--- src/rtl/w_input_conditioner_if.sv ---
// rtl/w_input_conditioner_if.sv - w input conditioner signal bundle; glitch_cnt only with W_COND_GLITCH_CNT_EN
interface w_input_conditioner_if;
    logic       raw_in;
    logic       sample_en;
    logic       w;
    logic       w_rise;
    logic       w_fall;
`ifdef W_COND_GLITCH_CNT_EN
    logic [7:0] glitch_cnt;
`endif

    modport master (
        output raw_in, sample_en,
`ifdef W_COND_GLITCH_CNT_EN
        input  glitch_cnt,
`endif
        input  w, w_rise, w_fall
    );

    modport slave (
        input  raw_in, sample_en,
`ifdef W_COND_GLITCH_CNT_EN
        output glitch_cnt,
`endif
        output w, w_rise, w_fall
    );
endinterface

--- src/rtl/w_input_conditioner.sv ---
// rtl/w_input_conditioner.sv - synchronise, debounce and edge-strobe the raw w input
// Optional aborted-transition counter enabled by defining W_COND_GLITCH_CNT_EN.
module w_input_conditioner #(
    parameter int SYNC_STAGES     = 2,
    parameter int DEBOUNCE_CYCLES = 4,
    parameter int CNT_W           = 3
) (
    input logic                  Clock,
    input logic                  Resetn,
    w_input_conditioner_if.slave cond
);

    localparam logic [1:0] STABLE_LO = 2'b00;
    localparam logic [1:0] CHECK_HI  = 2'b01;
    localparam logic [1:0] STABLE_HI = 2'b10;
    localparam logic [1:0] CHECK_LO  = 2'b11;

    localparam logic [CNT_W-1:0] CNT_LAST = CNT_W'(DEBOUNCE_CYCLES - 1);

    logic [SYNC_STAGES-1:0] sync_q;
    logic                   sync;
    logic [1:0]             state;
    logic [CNT_W-1:0]       cnt;
    logic                   w_q;
    logic                   rise_q;
    logic                   fall_q;

    // raw_in lands directly in the first flop so the chain can resolve metastability
    always_ff @(posedge Clock or negedge Resetn) begin
        if (!Resetn) begin
            sync_q <= '0;
        end else begin
            sync_q <= {sync_q[SYNC_STAGES-2:0], cond.raw_in};
        end
    end

    assign sync = sync_q[SYNC_STAGES-1];

    always_ff @(posedge Clock or negedge Resetn) begin
        if (!Resetn) begin
            state  <= STABLE_LO;
            cnt    <= '0;
            w_q    <= 1'b0;
            rise_q <= 1'b0;
            fall_q <= 1'b0;
        end else begin
            rise_q <= 1'b0;
            fall_q <= 1'b0;
            case (state)
                STABLE_LO: begin
                    if (sync) begin
                        state <= CHECK_HI;
                        cnt   <= '0;
                    end
                end
                CHECK_HI: begin
                    // a contrary sample aborts regardless of sample_en and wins over commit
                    if (!sync) begin
                        state <= STABLE_LO;
                        cnt   <= '0;
                    end else if (cond.sample_en) begin
                        if (cnt == CNT_LAST) begin
                            state  <= STABLE_HI;
                            w_q    <= 1'b1;
                            rise_q <= 1'b1;
                            cnt    <= '0;
                        end else begin
                            cnt <= cnt + 1'b1;
                        end
                    end
                end
                STABLE_HI: begin
                    if (!sync) begin
                        state <= CHECK_LO;
                        cnt   <= '0;
                    end
                end
                CHECK_LO: begin
                    if (sync) begin
                        state <= STABLE_HI;
                        cnt   <= '0;
                    end else if (cond.sample_en) begin
                        if (cnt == CNT_LAST) begin
                            state  <= STABLE_LO;
                            w_q    <= 1'b0;
                            fall_q <= 1'b1;
                            cnt    <= '0;
                        end else begin
                            cnt <= cnt + 1'b1;
                        end
                    end
                end
                default: begin
                    state <= STABLE_LO;
                    cnt   <= '0;
                end
            endcase
        end
    end

    assign cond.w      = w_q;
    assign cond.w_rise = rise_q;
    assign cond.w_fall = fall_q;

`ifdef W_COND_GLITCH_CNT_EN
    logic       abort;
    logic [7:0] glitch_q;

    assign abort = ((state == CHECK_HI) && !sync) || ((state == CHECK_LO) && sync);

    always_ff @(posedge Clock or negedge Resetn) begin
        if (!Resetn) begin
            glitch_q <= 8'h00;
        end else if (abort && (glitch_q != 8'hFF)) begin
            glitch_q <= glitch_q + 8'h01;
        end
    end

    assign cond.glitch_cnt = glitch_q;
`endif

endmodule
--- src/flat_wrapper.sv ---
// flat-port wrapper written by rule: the top's interface ports become plain ports
module w_input_conditioner_flat 
#(
    parameter int SYNC_STAGES     = 2,
    parameter int DEBOUNCE_CYCLES = 4,
    parameter int CNT_W           = 3
)
  (Clock, Resetn, cond_raw_in, cond_sample_en, cond_w, cond_w_rise, cond_w_fall);
  w_input_conditioner_if cond_i ();
  input logic Clock;
  input logic Resetn;
  input wire logic [$bits(cond_i.raw_in)-1:0] cond_raw_in;
  input wire logic [$bits(cond_i.sample_en)-1:0] cond_sample_en;
  output wire logic [$bits(cond_i.w)-1:0] cond_w;
  output wire logic [$bits(cond_i.w_rise)-1:0] cond_w_rise;
  output wire logic [$bits(cond_i.w_fall)-1:0] cond_w_fall;
  assign cond_i.raw_in = cond_raw_in;
  assign cond_i.sample_en = cond_sample_en;
  assign cond_w = cond_i.w;
  assign cond_w_rise = cond_i.w_rise;
  assign cond_w_fall = cond_i.w_fall;
  w_input_conditioner #(.SYNC_STAGES(SYNC_STAGES), .DEBOUNCE_CYCLES(DEBOUNCE_CYCLES), .CNT_W(CNT_W)) u_core (.Clock(Clock), .Resetn(Resetn), .cond(cond_i));
endmodule
--- config.mk ---
export PLATFORM = sky130hd
export DESIGN_NAME = w_input_conditioner_flat
export DESIGN_NICKNAME = d
export VERILOG_FILES = /design/src/rtl/w_input_conditioner_if.sv /design/src/rtl/w_input_conditioner.sv /design/src/flat_wrapper.sv
export SDC_FILE = /design/constraint.sdc
export NUM_CORES = 1
export LEC_CHECK = 0
export CAP_MARGIN = 20
export CORE_AREA = 2 2 39 41
export CTS_BUF_LIST = sky130_fd_sc_hd__clkbuf_8
export CTS_CLUSTER_DIAMETER = 60
export DETAILED_ROUTE_END_ITERATION = 8
export DIE_AREA = 0 0 41 43
export PLACE_DENSITY = 0.63
export SETUP_SLACK_MARGIN = 0.02
export SLEW_MARGIN = 15
export SYNTH_ARGS = -nofsm -noshare
export SYNTH_HDL_FRONTEND = slang
export SYNTH_SLANG_ARGS = --single-unit
--- constraint.sdc ---
create_clock -name Clock -period 1.7 [get_ports Clock]
set_input_delay 0.255 -clock Clock [delete_from_list [all_inputs] [get_ports Clock]]
set_output_delay 0.255 -clock Clock [all_outputs]
set_load 0.05 [all_outputs]
==> flow_metrics.tcl <==
set metrics [dict create \
    syn_area_sq_um 441.7 \
    gp_congestion 0.6958 \
    crit_path_end_kind "output pin" \
    r2r_start "u_core.cnt[0]" \
    route.met3.wl_um 43 \
    swShare_pct 23.38 \
    layout_min_cycle_time_ns 1.601 \
    critPathMaxStageDelay_ns 0.79 \
    critPathLaunchType "register" \
    cp.required_ns 1.44 \
    synth_compound_area_share_pct 10.76 \
    cts_buffers 3 \
    clkTransAtPathRegs_ns 0.05 \
    post-cts-setup-buffer-count 0 \
    cts_tree "yes" \
    synthXorXnorAreaFrac_pct 5.666 \
    power.density_nw_per_um2 1110 \
    comb_power_share_pct 9.5 \
    die_h_um 43 \
    synth_area_per_cell_sq_um 11.32 \
    avgRoutedWirePerCell_um 12.34 \
    hp-class "in2async" \
    cts_hold_buffers 0 \
    preCtsSetupSlack_ns 0.2919 \
    seq_power_share_pct 43.3 \
    synthArstFlopShare_pct 100.0 \
    synth_cell_types 21 \
    yosysWarnings 0 \
    cts-resized-gates 0 \
    status "completed" \
    dp.cells 60 \
    place_area_sq_um 514.2 \
    p_leak_uw 0.0002573 \
    clock_sinks 10 \
    grt_pass1_wl_um 1331 \
    worstReg2RegEnd "u_core.cond.w" \
    ioPinCount 7 \
    synth_flop_cell "dfrtp_1" \
    timing.max_cap.violations 0 \
    setup_viol 0 \
    period_share_pct 94.16 \
    cp.buffers_inverters 1 \
    avgViaCountPerCell 4.953 \
    syn_to_final_growth_pct 28.90 \
    root_buffer "clkbuf_8" \
    cpMaxStageDelayCell "clkdlybuf4s50_1" \
    max-clock-path-buffers 2 \
    ant_nets 0 \
    synth_adder_area_share_pct 2.833 \
    ys_ff_latch 10 \
    ir_drop_mv 0.4522 \
    grt_overflow 0 \
    grt_max_degree 11 \
    drive_gt1_share_pct 14.58 \
    stdcell_count 64 \
    muxShareOfSynthArea_pct 0 \
    layout_setup_ws_ns 0.09928 \
    rsz0062_at_grt "false" \
    synth_fp_nets 44 \
    crit_family "buffers and inverters" \
    fin_nets 54 \
    final_cell_mix "10 x dfrtp_1, 6 x nand2_1, 5 x clkdlybuf4s50_1" \
    synth_edf_count 0 \
    antenna_found_initial 0 \
    power.total_uw 632.1 \
    fill_cells 143 \
    r2r_cells 4 \
    hold_viol_final 0 \
    finalMaxSlewViolations 0 \
    synth_top_family_by_area "simple AND/OR/NAND/NOR gates" \
    fmax_ghz 0.6247 \
    r2r_slack_ns 0.47 \
    clockPowerShare_pct 47.3 \
    grt_pass1_vias 282 \
    final_common_cell "dfrtp_1" \
    fp.coreArea_sq_um 1384 \
    arrival_ns 1.35 \
    wl_um 790 \
    portBuffers 6 \
    cp_cell_sequence "clkdlybuf4s50_1" \
    worstMarginPinSlew_ns 0.4876 \
    die_w_um 41 \
    p_switching_uw 147.8 \
    dpl.hpwl_um 510.4 \
    worst-path-max-fanout 1 \
    highest_layer "met4" \
    drt_iter0_drc 8 \
    die-area_sq_um 1763 \
    wl_met2_um 375 \
    maxSlewHeadroom_pct 67.39 \
    rows 14 \
    track_usage_pct 12.70 \
    cp.depth 1 \
    h-tree-depth 1 \
    firstDrtPassIters 3 \
    totalNegativeSetupSlack_ns 0 \
    synthCells 39 \
    drc 0 \
    initial_core_util_pct 31.92 \
    postLayoutCellArea_sq_um 569.3 \
    antenna_cells 0 \
    clkLatencyLatePin_ns 0.24 \
    critPathKind "reg2out" \
    synthSimpleGateAreaFrac_pct 22.95 \
    skew_ns 0.002075 \
    vias 317 \
    power.internal_uw 484.3 \
    wl_met1_um 345 \
    yosysSeqAreaShare_pct 56.66 \
]
layout make-up:
class | count | area, sq um | share of cell area (%)
well taps | 16 | 20.02 | 3.516
repair buffers | 6 | 57.56 | 10.11
flip-flops and latches | 10 | 250.2 | 43.96
multi-input cells | 28 | 186.4 | 32.75
clock buffers | 4 | 55.05 | 9.670
cells in the mapped netlist (all sizes together), types with 2 or more instances:
cell    number  area share [%]
a21oi        2             2.3
dfrtp       10              57
nand2        6             5.1
nand4b       2             4.0
nor2         3             2.5
power groups by stage:
stage	logic [uW]	registers (uW)	clock network, uW
after floorplan	38.9	274	0
after global placement	58.4	276	0
after detailed placement	60.4	276	0
after CTS	61.1	273	307
after global routing	67.5	277	325
final	59.8	274	299
state kept, by name (all words and copies together), names as in the netlist, named ones only:
| signal | count |
|---|---|
| u_core.cnt | 3 |
| u_core.cond.w | 1 |
| u_core.cond.w_fall | 1 |
| u_core.cond.w_rise | 1 |
| u_core.state | 1 |
| u_core.sync_q | 2 |
per-layer routing:
metal / track usage (%) / vias up
li1: - / 155
met1: 15.05 / 151
met2: 15.63 / 8
met3: 7.853 / 3
met4: 10.00 / 0
met5: 0 / -
kinds of logic (layout without fill, tap and decap cells):
group	Yosys count	in the layout
and+or+nand+nor	18	18
DFF	10	10
AOI/OAI and AO/OA	7	7
xor gates and xnor gates	2	2
adders and majority gates	1	1
buffers and inverters	1	10
how the worst max path moves through the flow:
stage	from	end	slack (ns)
4_1_cts	u_core.cond.w_fall	cond_w_fall	0.09
6_report	u_core.cond.w_fall	cond_w_fall	0.1
3_5_place_dp	cond_sample_en	u_core.cond.w	0.29
2_1_floorplan	u_core.cnt[0]	u_core.cond.w	0.57
3_3_place_gp	cond_sample_en	u_core.cond.w	0.34
5_1_grt	u_core.cond.w_rise	cond_w_rise	0.04
stage by stage:
stage	utilization, %	hold slack, ns
6_report	41.14	0.3250
5_1_grt	41.14	0.3613
4_1_cts	41.14	0.3451
3_5_place_dp	37.16	0.3420
3_3_place_gp	37.16	0.3357
2_1_floorplan	-	-0.04059
No activity file was read; power rests on OpenSTA's default activity.
